$ cat src/rtl/adc_pkg.sv
`default_nettype none
// ============================================================================
// Module   : adc_pkg
// Purpose  : Shared frame constants, FSM state type and DIN helper for the
//            ADC SPI sampler.
// Revision : 1.0 - initial release
// ============================================================================
package adc_pkg;

  localparam int LEAD_ZEROS = 4;
  localparam int DATA_BITS  = 12;
  localparam int FRAME_BITS = LEAD_ZEROS + DATA_BITS;
  localparam int ADDR_POS   = 2;
  localparam int ADDR_BITS  = 3;

  typedef enum logic [2:0] {
    IDLE  = 3'd0,
    SETUP = 3'd1,
    SHIFT = 3'd2,
    HOLD  = 3'd3,
    DONE  = 3'd4
  } state_e;

  // Level driven on DIN during bit-period idx: the mux address sits MSB first
  // starting at ADDR_POS, every other position is zero.
  function automatic logic mosi_bit(input logic [ADDR_BITS-1:0] addr,
                                    input logic [3:0]           idx);
    int         k;
    logic [1:0] sel;
    logic       res;
    res = 1'b0;
    sel = 2'd0;
    k   = int'(idx) - ADDR_POS;
    if (k >= 0 && k < ADDR_BITS) begin
      sel = 2'(ADDR_BITS - 1 - k);
      res = addr[sel];
    end
    return res;
  endfunction

endpackage
`default_nettype wire

$ cat src/rtl/adc_rate_gen.sv
`default_nettype none
// ============================================================================
// Module   : adc_rate_gen
// Purpose  : Sample-rate counter; one-cycle tick every SAMPLE_PERIOD clocks
//            while enabled, parked at zero while disabled.
// Revision : 1.0 - initial release
// ============================================================================
module adc_rate_gen
  import adc_pkg::*;
#(
  parameter int SAMPLE_PERIOD = 2500
) (
  input  logic clk,
  input  logic rst,
  input  logic i_en,
  output logic o_tick
);

  localparam int                 c_cnt_w = $clog2(SAMPLE_PERIOD);
  localparam logic [c_cnt_w-1:0] c_last  = c_cnt_w'(SAMPLE_PERIOD - 1);

  logic [c_cnt_w-1:0] cnt_q;
  logic [c_cnt_w-1:0] cnt_d;
  logic               w_wrap;

  assign w_wrap = (cnt_q == c_last);
  assign o_tick = i_en & w_wrap;

  always_comb begin
    cnt_d = cnt_q;
    if (!i_en || w_wrap) begin
      cnt_d = '0;
    end else begin
      cnt_d = cnt_q + 1'b1;
    end
  end

  always_ff @(posedge clk) begin
    if (rst) begin
      cnt_q <= '0;
    end else begin
      cnt_q <= cnt_d;
    end
  end

endmodule
`default_nettype wire

$ cat src/rtl/adc_spi_sampler.sv
`default_nettype none
// ============================================================================
// Module   : adc_spi_sampler
// Purpose  : Periodically reads one channel of a 16-clock-frame 12-bit SPI
//            ADC and presents the sample with a one-cycle ready strobe.
// Revision : 1.0 - initial release
// ============================================================================
module adc_spi_sampler
  import adc_pkg::*;
#(
  parameter int CLK_DIV       = 8,
  parameter int SAMPLE_PERIOD = 2500,
  parameter int CHANNEL       = 0
) (
  input  logic                 clk,
  input  logic                 rst,
  input  logic                 en,
  input  logic                 soc,
  input  logic                 adc_miso,
  output logic                 adc_sclk,
  output logic                 adc_cs_n,
  output logic                 adc_mosi,
  output logic [DATA_BITS-1:0] adc_data,
  output logic                 adc_ready,
  output logic                 busy,
  output logic                 overrun
);

  localparam int                   c_cnt_w      = $clog2(CLK_DIV + 1);
  localparam logic [c_cnt_w-1:0]   c_half_last  = c_cnt_w'(CLK_DIV - 1);
  localparam logic [c_cnt_w-1:0]   c_setup_last = c_cnt_w'(CLK_DIV);
  localparam logic [3:0]           c_bit_last   = 4'(FRAME_BITS - 1);
  localparam logic [ADDR_BITS-1:0] c_addr       = ADDR_BITS'(CHANNEL);

  state_e               state_q, state_d;
  logic [c_cnt_w-1:0]   cnt_q, cnt_d;
  logic [3:0]           bit_q, bit_d;
  logic [DATA_BITS-1:0] shift_q, shift_d;
  logic                 sclk_q, sclk_d;
  logic                 cs_n_q, cs_n_d;
  logic                 mosi_q, mosi_d;
  logic [DATA_BITS-1:0] data_q, data_d;
  logic                 ready_q, ready_d;
  logic                 busy_q, busy_d;
  logic                 overrun_q, overrun_d;

  logic                 w_tick;
  logic                 w_start;

  adc_rate_gen #(
    .SAMPLE_PERIOD (SAMPLE_PERIOD)
  ) u_rate_gen (
    .clk    (clk),
    .rst    (rst),
    .i_en   (en),
    .o_tick (w_tick)
  );

  assign w_start = w_tick | soc;

  always_comb begin
    state_d   = state_q;
    cnt_d     = cnt_q;
    bit_d     = bit_q;
    shift_d   = shift_q;
    sclk_d    = sclk_q;
    cs_n_d    = cs_n_q;
    mosi_d    = mosi_q;
    data_d    = data_q;
    ready_d   = 1'b0;
    busy_d    = busy_q;
    overrun_d = overrun_q;

    // DONE counts as occupied: a start there is dropped, not queued.
    if (w_start && state_q != IDLE) begin
      overrun_d = 1'b1;
    end

    unique case (state_q)
      IDLE: begin
        if (w_start) begin
          state_d = SETUP;
          cnt_d   = '0;
          cs_n_d  = 1'b0;
          busy_d  = 1'b1;
          sclk_d  = 1'b1;
        end
      end

      // One cycle longer than a half-period so CS-to-SCLK setup always
      // exceeds CLK_DIV and the CS window totals 34*CLK_DIV+1 cycles.
      SETUP: begin
        if (cnt_q == c_setup_last) begin
          state_d = SHIFT;
          cnt_d   = '0;
          bit_d   = '0;
          sclk_d  = 1'b0;
          mosi_d  = mosi_bit(c_addr, 4'd0);
        end else begin
          cnt_d = cnt_q + 1'b1;
        end
      end

      SHIFT: begin
        if (cnt_q == c_half_last) begin
          cnt_d = '0;
          if (!sclk_q) begin
            // Leading zeros fall off the top after the full 16 shifts.
            sclk_d  = 1'b1;
            shift_d = {shift_q[DATA_BITS-2:0], adc_miso};
          end else if (bit_q == c_bit_last) begin
            state_d = HOLD;
          end else begin
            bit_d  = bit_q + 4'd1;
            sclk_d = 1'b0;
            mosi_d = mosi_bit(c_addr, bit_q + 4'd1);
          end
        end else begin
          cnt_d = cnt_q + 1'b1;
        end
      end

      HOLD: begin
        if (cnt_q == c_half_last) begin
          state_d = DONE;
          cs_n_d  = 1'b1;
          busy_d  = 1'b0;
          ready_d = 1'b1;
          mosi_d  = 1'b0;
          data_d  = shift_q;
        end else begin
          cnt_d = cnt_q + 1'b1;
        end
      end

      DONE: begin
        state_d = IDLE;
      end

      default: begin
        state_d = IDLE;
      end
    endcase
  end

  always_ff @(posedge clk) begin
    if (rst) begin
      state_q   <= IDLE;
      cnt_q     <= '0;
      bit_q     <= '0;
      shift_q   <= '0;
      sclk_q    <= 1'b1;
      cs_n_q    <= 1'b1;
      mosi_q    <= 1'b0;
      data_q    <= '0;
      ready_q   <= 1'b0;
      busy_q    <= 1'b0;
      overrun_q <= 1'b0;
    end else begin
      state_q   <= state_d;
      cnt_q     <= cnt_d;
      bit_q     <= bit_d;
      shift_q   <= shift_d;
      sclk_q    <= sclk_d;
      cs_n_q    <= cs_n_d;
      mosi_q    <= mosi_d;
      data_q    <= data_d;
      ready_q   <= ready_d;
      busy_q    <= busy_d;
      overrun_q <= overrun_d;
    end
  end

  assign adc_sclk  = sclk_q;
  assign adc_cs_n  = cs_n_q;
  assign adc_mosi  = mosi_q;
  assign adc_data  = data_q;
  assign adc_ready = ready_q;
  assign busy      = busy_q;
  assign overrun   = overrun_q;

endmodule
`default_nettype wire

$ cat config.mk
export PLATFORM = sky130hd
export DESIGN_NAME = adc_spi_sampler
export DESIGN_NICKNAME = d
export VERILOG_FILES = /design/src/rtl/adc_pkg.sv /design/src/rtl/adc_rate_gen.sv /design/src/rtl/adc_spi_sampler.sv
export SDC_FILE = /design/constraint.sdc
export NUM_CORES = 1
export LEC_CHECK = 0
export CELL_PAD_IN_SITES_DETAIL_PLACEMENT = 1
export CELL_PAD_IN_SITES_GLOBAL_PLACEMENT = 2
export CORE_MARGIN = 1
export CORE_UTILIZATION = 30
export DETAILED_ROUTE_END_ITERATION = 6
export HOLD_SLACK_MARGIN = 0.06
export PLACE_DENSITY = 0.76
export SLEW_MARGIN = 20
export SYNTH_ARGS = -nofsm -noshare
export SYNTH_HDL_FRONTEND = slang
export SYNTH_HIERARCHICAL = 1
export SYNTH_SLANG_ARGS = --single-unit
$ cat constraint.sdc
create_clock -name clk -period 2.22 [get_ports clk]
set_clock_uncertainty 0.15 [all_clocks]
set_input_delay 0.666 -clock clk [delete_from_list [all_inputs] [get_ports clk]]
set_output_delay 0.666 -clock clk [all_outputs]
set_load 0.02 [all_outputs]
### After elaboration in Yosys (flattened, before gate mapping)

Cells that the tools add are included.

| operators by class | value |
|---|---|
| $add $sub $neg | 5 |
| multiply operators | 0 |
| divide/modulo/power cells | 0 |
| $lt $le $gt $ge | 3 |
| eq/ne operators | 15 |
| shift operators | 0 |
| muxes and demuxes | 36 |
| bitwise gates (word level) | 4 |
| reductions and logical operators | 21 |

Operators with widths:

| cell | number |
|---|---|
| 4-bit 2-to-1 mux | 8 |
| 3-bit 2-to-1 mux | 6 |
| 2-bit inequality test (second input constant) | 8 |
| 4-bit case mux with 4 select lines | 1 |
| 1-bit 2-to-1 mux | 14 |
| 12-bit by 1-bit adder with 12-bit output (second input constant) | 1 |
| 12-bit equality test (second input constant) | 1 |
| 3-bit case mux with 4 select lines | 1 |
| 6-bit AND reduction | 2 |
| 3-bit AND reduction | 3 |
| 3-bit nonzero test | 3 |
| 4-bit by 1-bit adder with 4-bit output (second input constant) | 2 |
| 4-bit equality test (second input constant) | 2 |
| 4-bit case mux with 2 select lines | 1 |
| 3-bit by 2-bit equality test with 1-bit output (second input constant) | 2 |
| 1-bit case mux with 3 select lines | 2 |
| 5-bit by 1-bit greater-or-equal comparator with 1-bit output (second input constant) | 1 |
| 5-bit by 3-bit less-than comparator with 1-bit output (second input constant) | 1 |
| 5-bit AND reduction | 1 |
| 4-bit by 2-bit subtractor with 5-bit output (second input constant) | 1 |
| 4-bit by 3-bit equality test with 1-bit output (second input constant) | 1 |
| 1-bit case mux with 2 select lines | 2 |
| 4-bit AND reduction | 1 |
| 2-bit nonzero test | 2 |
| other kinds (14) | 17 |

| storage, ports and cells | value |
|---|---|
| register bits | 53 |
| latch bits | 0 |
| RAM bits | 0 |
| bits in read-only memories | 0 |
| input port bits | 5 |
| output and inout port bits | 18 |
| word-level logic and storage cells | 96 |
| memories | 0 |

### Logic depth before layout (Yosys ltp)

Gate-level depths: netlist of the first run.

| logic depth | value |
|---|---|
| depth in word-level cells | 10 |
| gate-level depth with buffers | 8 |
| mapped depth without buffers | 8 |

### By module

The synthesis of the first run kept the hierarchy.

Modules (own cells, without submodules):

| module | instances | cells each | area an instance (µm²) | sequential area each (µm²) |
|---|---|---|---|---|
| adc_spi_sampler | 1 | 219 | 1759.2 | 800.8 |
| adc_rate_gen | 1 | 63 | 565.5 | 240.2 |

### Worst setup path after synthesis of the first run

OpenSTA, ideal clock, no wires.

| path | value |
|---|---|
| path kind | flip-flop to flip-flop |
| from | register u_rate_gen.cnt_q[3] |
| to | register cnt_q[2] (netlist name) |
| library setup time | 0.132 ns |
| arrival | 1.817 ns |
| required time | 1.938 ns |
| slack | 0.121 ns |
| stages on the path, launching flop included | 8 |
| buffers on the path | 0 |
| period minus slack after synthesis | 2.099 ns |
| cells stage by stage | dfxtp_1 -> or4_4 -> nor4_1 -> and2_1 -> nor4_1 -> a311oi_1 -> nand2b_1 -> a21oi_1 |

RTL lines:

| item | line | text |
|---|---|---|
| start: declaration | adc_rate_gen.sv:22 | `logic [c_cnt_w-1:0] cnt_q;` |
| start signal: assignment | adc_rate_gen.sv:42 | `cnt_q <= cnt_d;` |

==> results of run 1 <==
-- state kept, by name, indices dropped and copies added (netlist names), 3 cells and up --
signal            count
bit_q                 4
shift_q              12
state_q               3
adc_data             12
cnt_q                 4
u_rate_gen/cnt_q     12
-- metal layers --
| metal | up-vias | part of all wire | track usage |
|---|---|---|---|
| li1 | 1059 | - | - |
| met1 | 1008 | 0.47 | 0.194 |
| met2 | 14 | 0.50 | 0.265 |
| met3 | 4 | 0.015 | 0.0296 |
| met4 | 0 | 0.0097 | 0.0444 |
| met5 | - | 0 | 0 |
-- logic make-up (layout without fill, tap and decap cells) --
| kind of cell | count (synthesis) | in the layout |
|---|---|---|
| AOI/OAI and AO/OA | 74 | 74 |
| xor gates and xnor gates | 3 | 3 |
| adders and majority gates | 4 | 4 |
| buffers and inverters | 24 | 59 |
| DFF | 52 | 52 |
| other | 1 | 1 |
| and+or+nand+nor | 124 | 124 |
-- power groups by stage --
| stage | Combinational, mW | Sequential [mW] | Clock (mW) |
|---|---|---|---|
| floorplan | 0.343 | 1.08 | 0 |
| global placement | 0.563 | 1.07 | 0 |
| detailed placement | 0.572 | 1.07 | 0 |
| CTS | 0.583 | 1.05 | 0.653 |
| global route | 0.670 | 1.06 | 0.691 |
| finish | 0.603 | 1.05 | 0.623 |
-- what timing repair did --
item                                    4_1_cts  5_1_grt
buffers inserted                              1        1
hold buffers                                  0        0
endpoints found under the hold margin         0        0
pin swaps                                     2        4
cloned                                        0        0
resized for setup                             0       12
endpoints found under the setup margin        4        6
-- worst max-delay path by stage --
| stage | start | end | slack [ns] | cells after the start |
|---|---|---|---|---|
| detailed placement | en | cnt_q[2] | -0.22 | 6 |
| finish | u_rate_gen/cnt_q[3] | cnt_q[2] | 0.06 | 8 |
| global route | u_rate_gen/cnt_q[3] | cnt_q[2] | -0.06 | 8 |
| global placement | en | cnt_q[2] | -0.24 | 6 |
| floorplan | u_rate_gen/cnt_q[3] | cnt_q[2] | 0.12 | 7 |
| CTS | u_rate_gen/cnt_q[5] | state_q[2] | 0.02 | 7 |
-- final cells by class --
class	count	area (um^2)	area share
multi-input combinational	206	1210	0.417
inverter	8	30.0	0.0103
clock inverter	1	30.0	0.0103
clock buffer	5	68.8	0.0236
sequential	52	1050	0.359
tap	99	124	0.0425
timing repair buffer	45	403	0.138
-- cell usage after synthesis, types with 2 or more instances --
| cell type | count |
|---|---|
| nor4_1 | 2 |
| nor3b_2 | 2 |
| a21oi_1 | 43 |
| buf_6 | 2 |
| nand3_1 | 11 |
| o311ai_0 | 2 |
| dfxtp_1 | 52 |
| o31ai_1 | 3 |
| o41ai_1 | 2 |
| or3b_2 | 2 |
| or4_1 | 4 |
| nand4_1 | 3 |
| or3_1 | 8 |
| nand3b_1 | 2 |
| a31oi_1 | 2 |
| and2_1 | 2 |
| buf_2 | 5 |
| nor4b_1 | 2 |
| and3b_1 | 2 |
| clkbuf_1 | 8 |
| o22ai_1 | 2 |
| inv_1 | 8 |
| or2_2 | 2 |
| nor2b_1 | 2 |
| nand2_1 | 56 |
| ha_1 | 4 |
| nand2b_1 | 2 |
| xor2_1 | 2 |
| o21ai_0 | 11 |
| nor2_1 | 12 |
| nor3_1 | 5 |
-- tightest hold or removal path, stage by stage (launching register included) --
cell	delay, ns
dfxtp_1	0.32
nand2_1	0.05
a21oi_1	0.05
==> results_dict.tcl, run 1 <==
set metrics [dict create \
    core_um2 7370 \
    drt-pass1-iter-count 4 \
    ys_seq_elements 52 \
    syn_area_um2 2320 \
    layout_commonest_cell "nand2_1" \
    antenna_cells 0 \
    seq_area_frac_synth 0.448 \
    drt_iter0_markers 45 \
    path_max_fanout 4 \
    yosys_warnings 6 \
    cp.arrival_ns 2.20 \
    syn_nets 291 \
    vias_per_cell 5.01 \
    globalRouteOverflowTotal 0 \
    tightest_slew_ns 0.600 \
    ir_drop_mv 0.319 \
    whs_path_depth 2 \
    layout_common_cells "56 x nand2_1, 48 x dfxtp_1, 42 x a21oi_1" \
    antenna_found_initial 0 \
    hp-class "reg2reg" \
    worstSkewPairLatency_ns 0.29 \
    row_count 31 \
    cpMostUsedCell "nor4_4" \
    powerDensity_nw_per_um2 779 \
    p_comb_frac 0.265 \
    antenna_left 0 \
    fin_hold_ws_ns 0.307 \
    synth_ff_type "dfxtp_1" \
    critical_path.top_delay_family "simple AND/OR/NAND/NOR gates" \
    netlist.area_leader.share 0.448 \
    avgSynthCellArea_um2 8.24 \
    die_y_um 90.0 \
    hpwlAfterDp_mm 4.26 \
    required_ns 2.26 \
    hold_viol 0 \
    io_pins 23 \
    r2r_end "cnt_q[2]" \
    gp_congestion 0.788 \
    utilization 0.396 \
    path_cells "or4_4 -> nor4_4 -> and2_4 -> nor4_4 -> a311oi_1 -> buf_4 -> nand2b_4 -> a21oi_2" \
    start_util 0.315 \
    reg2reg_depth 8 \
    drv_cap 0 \
    synth_compound_area_frac 0.195 \
    ys_types 48 \
    synth_fa_ha_area_frac 0.0215 \
    root_buffer "clkbuf_8" \
    drc_errors 0 \
    setup_ws_ns 0.0573 \
    clkTransAtPathRegs_ns 0.09 \
    synth_top_family_by_area "simple AND/OR/NAND/NOR gates" \
    synth-edff-count 0 \
    p_int_mw 1.57 \
    final_nets 327 \
    switchingPower_uw 704 \
    numPortBuffers 21 \
    slowest_stage "or4_4" \
    switching_share 0.310 \
    slew_headroom 0.598 \
    period_share 0.974 \
    drv_slew 0 \
    leakage_nw 0.992 \
    drive_above_1_share 0.155 \
    grt_usage 0.154 \
    status "complete, no violations" \
    first_global_vias 2094 \
    synthXorXnorAreaFrac 0.0113 \
    die_area_um2 8110 \
    syn-instance-count 282 \
    post_dp_cell_area_um2 2750 \
    period_needed_ns 2.16 \
    final_cells 416 \
    h-tree-depth 2 \
    cts.sinks 52 \
    async_flop_share 0 \
    critPathMaxStageDelay_ns 0.55 \
    vias 2085 \
    routedWlPerCell_um 14.8 \
    path_buf_inv 1 \
    min-delay-start "adc_data[7]" \
    finalSetupViolations 0 \
    seq_power_share 0.460 \
    grt_max_degree 30 \
    rsz0062_at_grt "yes" \
    whs_endpoint "adc_data[7]" \
    finalSetupTns_ns 0 \
    nFillCells 885 \
    clock_path_buffers 2 \
    critical_path_class "reg2reg" \
    rrSetupSlack_ns 0.06 \
    numCtsBuffers 5 \
    grt_pass1_wl_mm 10.2 \
    die_x_um 90.0 \
    pre_cts_ws_ns -0.216 \
    fin_area_um2 2920 \
    syn_to_final_growth_pct 25.5 \
    synth_top_area_cell "dfxtp_1" \
    cts_tree "done" \
    end_kind "register" \
    yosys.area_share.simple 0.273 \
    synth_area_leaders "dfxtp_1 45%, a21oi_1 9.3%, nand2_1 9.0%" \
    r2r-start "u_rate_gen/cnt_q[3]" \
    synth_mux_area_frac 0 \
    fmax_mhz 462 \
    dp_cells 408 \
    power_mw 2.27 \
    pwr-share-clk 0.274 \
    worst_setup_path_start_kind "register" \
    wirelength_mm 6.17 \
]
No activity file was read; power rests on OpenSTA's default activity.
==> inputs of run 2 (changes only) <==
--- a/config.mk
+++ b/config.mk
@@ -7,7 +7,7 @@
 export LEC_CHECK = 0
 export CELL_PAD_IN_SITES_DETAIL_PLACEMENT = 1
 export CELL_PAD_IN_SITES_GLOBAL_PLACEMENT = 2
-export CORE_MARGIN = 1
+export CORE_MARGIN = 8
 export CORE_UTILIZATION = 30
 export DETAILED_ROUTE_END_ITERATION = 6
 export HOLD_SLACK_MARGIN = 0.06
==> run 2 against run 1 <==
Net effect: first-iteration DRC count grew 24%; routed wire length shrank 2.4%; global-route usage shrank 4.0 points; non-clock buffer count is the same; clock power shrank 7.9%; critical endpoint is now cnt_q[1]; design area shrank 1.2%; sequential share of layout area grew 0.28 points.
==> results_dict.tcl, run 2 (synthesized netlist as in run 1, its figures left out) <==
set metrics [dict create \
    vias_per_cell 4.98 \
    path_buf_inv 1 \
    drv_slew 0 \
    h-tree-depth 2 \
    drc_errors 0 \
    layout_commonest_cell "nand2_1" \
    routedWlPerCell_um 14.3 \
    fmax_mhz 470 \
    grt_pass1_wl_mm 10.4 \
    required_ns 2.25 \
    syn_to_final_growth_pct 23.9 \
    die_area_um2 10800 \
    vias 2098 \
    path_cells "or4_4 -> nor4_2 -> and2_1 -> nor4_1 -> buf_4 -> a311oi_4 -> nand2b_1 -> a21oi_1" \
    hp-class "reg2reg" \
    wirelength_mm 6.03 \
    post_cts_buffers 0 \
    slowest_stage "or4_4" \
    r2r_end "cnt_q[1]" \
    hpwlAfterDp_mm 4.34 \
    hold_viol 0 \
    grt_usage 0.113 \
    worst_setup_path_start_kind "register" \
    slew_headroom 0.520 \
    setup_ws_ns 0.0919 \
    holdBufCountCts 0 \
    reg2reg_depth 8 \
    io_pins 23 \
    grt_max_degree 30 \
    root_buffer "clkbuf_8" \
    clock_path_buffers 2 \
    fin_area_um2 2880 \
    leakage_nw 0.972 \
    cts_tree "done" \
    pre_cts_ws_ns -0.156 \
    rrSetupSlack_ns 0.09 \
    row_count 32 \
    path_max_fanout 4 \
    status "complete, no violations" \
    r2r-start "u_rate_gen/cnt_q[5]" \
    tightest_slew_ns 0.717 \
    antenna_cells 0 \
    die_x_um 104 \
    critical_path_class "reg2reg" \
    start_util 0.306 \
    cts.sinks 52 \
    crit_start "u_rate_gen/cnt_q[5]" \
    drive_above_1_share 0.141 \
    finalSetupViolations 0 \
    crit_end "cnt_q[1]" \
    die_y_um 104 \
    final_nets 327 \
    post_dp_cell_area_um2 2760 \
    drv_cap 0 \
    period_share 0.959 \
    path_depth 8 \
    numPortBuffers 21 \
    antenna_left 0 \
    layout_common_cells "56 x nand2_1, 52 x dfxtp_1, 42 x a21oi_1" \
    globalRouteOverflowTotal 0 \
    end_kind "register" \
    drt-pass1-iter-count 4 \
    ir_drop_mv 0.352 \
    clkTransAtPathRegs_ns 0.11 \
    cp.arrival_ns 2.16 \
    critical_path.top_delay_family "simple AND/OR/NAND/NOR gates" \
    power_mw 2.19 \
    period_needed_ns 2.13 \
    whs_path_depth 2 \
    first_global_vias 2134 \
    drt_iter0_markers 56 \
    gp_congestion 0.756 \
    core_um2 7610 \
    antenna_found_initial 0 \
    worstSkewPairLatency_ns 0.31 \
    rsz0062_at_grt "yes" \
    critPathMaxStageDelay_ns 0.54 \
    numCtsBuffers 5 \
    powerDensity_nw_per_um2 759 \
]
## run 2: cell count changes in the layout (fill, tap and decap cells not counted), sizes merged
cell and change:
bufinv -1, dlygate4sd2 +1, inv +2, clkdlybuf4s50 -1
clkinvlp +1
## run 2: timing repair
| action | CTS | global route |
|---|---|---|
| gates cloned | 0 | 0 |
| gates resized for setup | 6 | 0 |
| endpoints found under the setup margin | 5 | 1 |
| pin swaps | 4 | 1 |
## run 2: worst min-delay path: cells and delay by family, from the launching register on
family	cells	cell delay, ns
AOI/OAI and AO/OA	1	0.05
and+or+nand+nor	1	0.05
DFF	1	0.32
## run 2: metal layers
metal | global-route usage | vias to the layer above | routed length, um
li1 | - | 1066 | -
met4 | 0.0186 | 0 | 40
met5 | 0 | - | 0
met3 | 0.0248 | 4 | 154
met1 | 0.144 | 1007 | 2950
met2 | 0.193 | 21 | 2880
## run 2: cell type report
type	instances	area [um^2]
fill	922	4730
multi-input combinational	206	1200
sequential	52	1040
timing repair buffer	45	389
tap	102	128
clock buffer	5	68.8
inverter	8	30.0
clock inverter	3	25.0
## run 2: report_power, final
group / internal (mW) / switching (mW) / total (mW)
clock: 0.231 / 0.343 / 0.574
sequential: 0.988 / 0.0684 / 1.06
combinational: 0.234 / 0.322 / 0.555
## run 2: worst min path at each step
stage	from	end	slack, ns
after floorplan	shift_q[11]	adc_data[11]	0.28
after global placement	adc_data[1]	adc_data[1]	0.30
after detailed placement	adc_data[8]	adc_data[8]	0.30
after CTS	adc_data[8]	adc_data[8]	0.32
after global routing	shift_q[11]	shift_q[11]	0.34
final	adc_data[8]	adc_data[8]	0.31
## run 2: per-stage QoR
stage                      util  setup TNS, ns  hold slack (ns)  std cells
after floorplan               -              0            0.282        282
after global placement    0.363         -0.370            0.297        413
after detailed placement  0.363         -0.511            0.299        413
after CTS                 0.379              0            0.315        421
after global routing      0.379       -0.00785            0.340        421
final                     0.379              0            0.310        421
==> inputs of run 3 (changes only) <==
--- a/config.mk
+++ b/config.mk
@@ -12,7 +12,7 @@
 export DETAILED_ROUTE_END_ITERATION = 6
 export HOLD_SLACK_MARGIN = 0.06
 export PLACE_DENSITY = 0.76
-export SLEW_MARGIN = 20
+export RECOVER_POWER = 100
 export SYNTH_ARGS = -nofsm -noshare
 export SYNTH_HDL_FRONTEND = slang
 export SYNTH_HIERARCHICAL = 1
==> run 3 against run 2 <==
Net effect: design area about the same; worst setup slack worse by 0.014 ns; final cell count did not move; clock power is essentially flat; global-route usage stayed put; hold slack lost 0.0032 ns; via count unchanged; routed wire length hardly changed; first-iteration DRC count did not move; largest cell class unchanged; largest power group unchanged.
==> results_dict.tcl, run 3 (synthesized netlist as in run 1, its figures left out) <==
set metrics [dict create \
    status "complete, no violations" \
    critPathMaxStageDelay_ns 0.68 \
    r2r_end "cnt_q[1]" \
    hpwlAfterDp_mm 4.34 \
    wirelength_mm 6.02 \
    setup_ws_ns 0.0775 \
    core_um2 7610 \
    r2r-start "u_rate_gen/cnt_q[5]" \
    grt_pass1_wl_mm 10.4 \
    routedWlPerCell_um 14.3 \
    io_pins 23 \
    cp.arrival_ns 1.33 \
    first_global_vias 2134 \
    powerDensity_nw_per_um2 759 \
    drive_above_1_share 0.141 \
    vias_per_cell 4.98 \
    syn_to_final_growth_pct 23.8 \
    vias 2098 \
    critical_path_class "reg2out" \
    reg2reg_depth 8 \
    cts.sinks 52 \
    required_ns 1.40 \
    final_nets 327 \
    ir_drop_mv 0.352 \
    whs_endpoint "adc_data[8]" \
    min-delay-start "adc_data[8]" \
    drt-pass1-iter-count 4 \
    tightest_slew_ns 0.717 \
    end_kind "primary output" \
    antenna_found_initial 0 \
    layout_commonest_cell "nand2_1" \
    pre_cts_ws_ns -0.156 \
    antenna_left 0 \
    period_needed_ns 2.14 \
    drv_cap 0 \
    path_cells "dlygate4sd3_1" \
    finalSetupViolations 0 \
    path_buf_inv 1 \
    fin_hold_ws_ns 0.307 \
    rsz0062_at_grt "yes" \
    slew_headroom 0.520 \
    whs_path_depth 2 \
    path_max_fanout 2 \
    layout_common_cells "56 x nand2_1, 52 x dfxtp_1, 42 x a21oi_1" \
    drc_errors 0 \
    root_buffer "clkbuf_8" \
    numPortBuffers 21 \
    die_x_um 104 \
    numCtsBuffers 5 \
    rrSetupSlack_ns 0.10 \
    die_area_um2 10800 \
    start_util 0.306 \
    slowest_stage "dlygate4sd3_1" \
    h-tree-depth 2 \
    leakage_nw 0.986 \
    clkTransAtPathRegs_ns 0.11 \
    row_count 32 \
    gp_congestion 0.756 \
    hp-class "reg2reg" \
    grt_max_degree 30 \
    globalRouteOverflowTotal 0 \
    fmax_mhz 467 \
    clock_path_buffers 2 \
    period_share 0.965 \
    critical_path.top_delay_family "buffers and inverters" \
    worstSkewPairLatency_ns 0.31 \
    drv_slew 0 \
    worst_setup_path_start_kind "register" \
    die_y_um 104 \
    drt_iter0_markers 56 \
    cts_tree "done" \
    nFillCells 922 \
    hold_viol 0 \
    post_cts_buffers 0 \
    grt_usage 0.113 \
    antenna_cells 0 \
]
## run 3: metal layers
metal / vias to the layer above / track usage / part of all wire
li1: 1066 / - / -
met1: 1007 / 0.144 / 0.49
met2: 21 / 0.193 / 0.48
met3: 4 / 0.0248 / 0.026
met4: 0 / 0.0186 / 0.0066
met5: - / 0 / 0
## run 3: cell type report
cell class | instances | area (um^2) | share of cell area
Clock buffer | 5 | 68.8 | 0.0239
Clock inverter | 3 | 25.0 | 0.00870
Inverter | 8 | 30.0 | 0.0104
Multi-Input combinational cell | 206 | 1200 | 0.417
Sequential cell | 52 | 1040 | 0.362
Tap cell | 102 | 128 | 0.0443
Timing Repair Buffer | 45 | 387 | 0.134
## run 3: repair_timing
| action | in CTS | in global routing |
|---|---|---|
| hold buffers | 0 | 0 |
| pin swaps | 4 | 1 |
| endpoints found under the setup margin | 5 | 1 |
| resized for setup | 6 | 0 |
| endpoints found under the hold margin | 0 | 0 |
## run 3: where the power goes
part / switching, mW / internal [mW] / total, mW
sequential: 0.0684 / 0.988 / 1.06
clock: 0.343 / 0.231 / 0.574
combinational: 0.321 / 0.234 / 0.555
total: 0.733 / 1.45 / 2.19
## run 3: worst max-delay path by stage
stage / startpoint / endpoint / slack (ns) / cells after the start
after floorplan: u_rate_gen/cnt_q[3] / cnt_q[2] / 0.12 / 7
after global placement: en / cnt_q[1] / -0.12 / 7
after detailed placement: en / cnt_q[1] / -0.16 / 7
after CTS: u_rate_gen/cnt_q[5] / cnt_q[1] / 0.07 / 8
after global routing: u_rate_gen/cnt_q[5] / cnt_q[1] / -0.008 / 8
final: adc_data[6] / adc_data[6] / 0.08 / 1
## run 3: tightest hold or removal path, stage by stage, from the launching register on
cell     delay [ns]
dfxtp_1        0.32
nand2_1        0.05
a21oi_1        0.05
## run 3: per-stage QoR
stage                     setup TNS [ns]  power (mW)  instance area (um^2)  cells  utilization
after global routing            -0.00785        2.33                  2880    421        0.378
after global placement            -0.370        1.61                  2760    413        0.363
after floorplan                        0        1.43                  2320    282            -
final                                  0        2.19                  2880    421        0.378
after detailed placement          -0.511        1.62                  2760    413        0.363
after CTS                              0        2.23                  2880    421        0.379
==> edit: new RTL, settings of run 1 <==
`SAMPLE_PERIOD` is set to 2500 in 2 places; all go to 5000.
--- a/src/rtl/adc_rate_gen.sv
+++ b/src/rtl/adc_rate_gen.sv
@@ -9,5 +9,5 @@
   import adc_pkg::*;
 #(
-  parameter int SAMPLE_PERIOD = 2500
+  parameter int SAMPLE_PERIOD = 5000
 ) (
   input  logic clk,
--- a/src/rtl/adc_spi_sampler.sv
+++ b/src/rtl/adc_spi_sampler.sv
@@ -10,5 +10,5 @@
 #(
   parameter int CLK_DIV       = 8,
-  parameter int SAMPLE_PERIOD = 2500,
+  parameter int SAMPLE_PERIOD = 5000,
   parameter int CHANNEL       = 0
 ) (
Formal check against the unedited RTL: no difference found for any inputs over 10 cycles, from zero or initial values and one cycle with rst high; that may be too few to reach the edited logic, so the function may still have changed.
==> edit against run 1 <==
Setup slack worse by 33 ps; total power down 3.4%; core utilization is 0.12 points lower; sequential cell count increased by 1; area after synthesis rose by 0.22%; synthesized cell count rose by 0.71%; cell area down 0.30%; routed wire length decreased by 7.5%; critical path type unchanged; critical endpoint unchanged; largest power group unchanged.
==> edit: results (changes against run 1) <==
<table>
<tr><th>Metric</th><th>Value</th></tr>
<tr><th colspan="2">Final layout</th></tr>
<tr><td># nets final</td><td>328 (was 327)</td></tr>
<tr><td>Layout cell share with drive strength beyond 1</td><td>15.7% (was 15.5%)</td></tr>
<tr><th colspan="2">Yosys</th></tr>
<tr><td>Compound-gate portion of the synthesized area</td><td>15.0% (was 19.5%)</td></tr>
<tr><td>Top cell types by occurrence after synthesis</td><td>56 x sky130_fd_sc_hd__nand2_1, 53 x sky130_fd_sc_hd__dfxtp_1, 36 x sky130_fd_sc_hd__a21oi_1, 23 x sky130_fd_sc_hd__nor2_1 (was 56 x sky130_fd_sc_hd__nand2_1, 52 x sky130_fd_sc_hd__dfxtp_1, 43 x sky130_fd_sc_hd__a21oi_1, 12 x sky130_fd_sc_hd__nor2_1)</td></tr>
<tr><td>Netlist cell types</td><td>47 (was 48)</td></tr>
<tr><td>Mean cell area of the mapped netlist</td><td>8.20 µm² (was 8.24 µm²)</td></tr>
<tr><td>Sequential element share of the synthesized area</td><td>45.5% (was 44.8%)</td></tr>
<tr><td>Synthesized netlist net count</td><td>293 (was 291)</td></tr>
<tr><th colspan="2">Power and ir drop</th></tr>
<tr><td>Largest voltage drop on the vdd net</td><td>0.289 mV (was 0.319 mV)</td></tr>
<tr><th colspan="2">Route</th></tr>
<tr><td>Vias after detailed routing</td><td>2059 (was 2085)</td></tr>
<tr><td>Routed length per placed instance</td><td>13.7 µm (was 14.8 µm)</td></tr>
<tr><th colspan="2">Global routing</th></tr>
<tr><td>Met1 Usage GRT</td><td>18.6% (was 19.4%)</td></tr>
<tr><td>Overall Global Routing Usage</td><td>14.7% (was 15.4%)</td></tr>
<tr><td>Global-route track usage on met3</td><td>2.79% (was 2.96%)</td></tr>
<tr><td>Vias in the first global route</td><td>2015 (was 2094)</td></tr>
<tr><th colspan="2">Worst setup path</th></tr>
<tr><td>Arr. time, crit path</td><td>2250 ps (was 2200 ps)</td></tr>
<tr><th colspan="2">Placed design</th></tr>
<tr><td>Placement-stage worst setup slack</td><td>-166 ps (was -216 ps)</td></tr>
<tr><th colspan="2">Timing</th></tr>
<tr><td>Worst slew margin</td><td>64.7% (was 59.8%)</td></tr>
<tr><th colspan="2">Status</th></tr>
<tr><td>Outcome</td><td>complete, no violations (unchanged)</td></tr>
<tr><th colspan="2">Worst hold path</th></tr>
<tr><td>Min-Delay Startpoint</td><td>adc_data[4] (was adc_data[7])</td></tr>
</table>
## edit: power breakdown
part / total (mW) / switching (mW) / leakage (nW) / internal (mW)
Combinational: 0.553 / 0.319 / 0.503 / 0.234
Sequential: 1.08 / 0.0729 / 0.430 / 1.01
Clock: 0.565 / 0.317 / 0.0433 / 0.247
Total: 2.20 / 0.709 / 0.977 / 1.49
## edit: cell type report
cell class	count	area (µm²)	area share [%]
clock buffer	6	82.6	2.84
clock inverter	1	7.51	0.258
inverter	10	37.5	1.29
multi-input combinational	206	1220	41.9
sequential	53	1060	36.6
tap	99	124	4.26
timing repair buffer	43	374	12.9
## edit: metal layers
metal  vias to the layer above  share of wire [%]
li1                       1045                  -
met1                       987                 49
met2                        17                 47
met3                        10                2.0
met4                         0                1.8
met5                         -                  0
## edit: timing repair
item / CTS / global route
setup endpoints to repair: 5 / 4
buffers inserted: 0 / 1
cloned: 0 / 0
hold buffers: 0 / 0
resized for setup: 7 / 10
pin swaps: 4 / 7
## edit: path summary, 6_finish.rpt
kind,end,cells past startpoint,slack [ps]
max,cnt_q[2],7,20
min,adc_data[4],2,310
max reg2reg,cnt_q[2],7,20
min reg2reg,adc_data[4],2,310
## edit: kinds of logic after synthesis
kind of cell / after synthesis
adder cells (fa/ha/maj): 4
buffers and inverters: 25
AND/OR/NAND/NOR: 131
AO/OA/AOI/OAI: 59
XOR/XNOR: 11
other: 1
flip-flops: 53
## edit: worst max-delay path, stage by stage, from the launching register on
cell and delay (ps):
sky130_fd_sc_hd__dfxtp_2 330, sky130_fd_sc_hd__or4_4 540, sky130_fd_sc_hd__nor4_4 270, sky130_fd_sc_hd__and2_4 200, sky130_fd_sc_hd__nor4_4 60, sky130_fd_sc_hd__a311oi_4 310
sky130_fd_sc_hd__nand2b_4 180, sky130_fd_sc_hd__a21oi_2 50
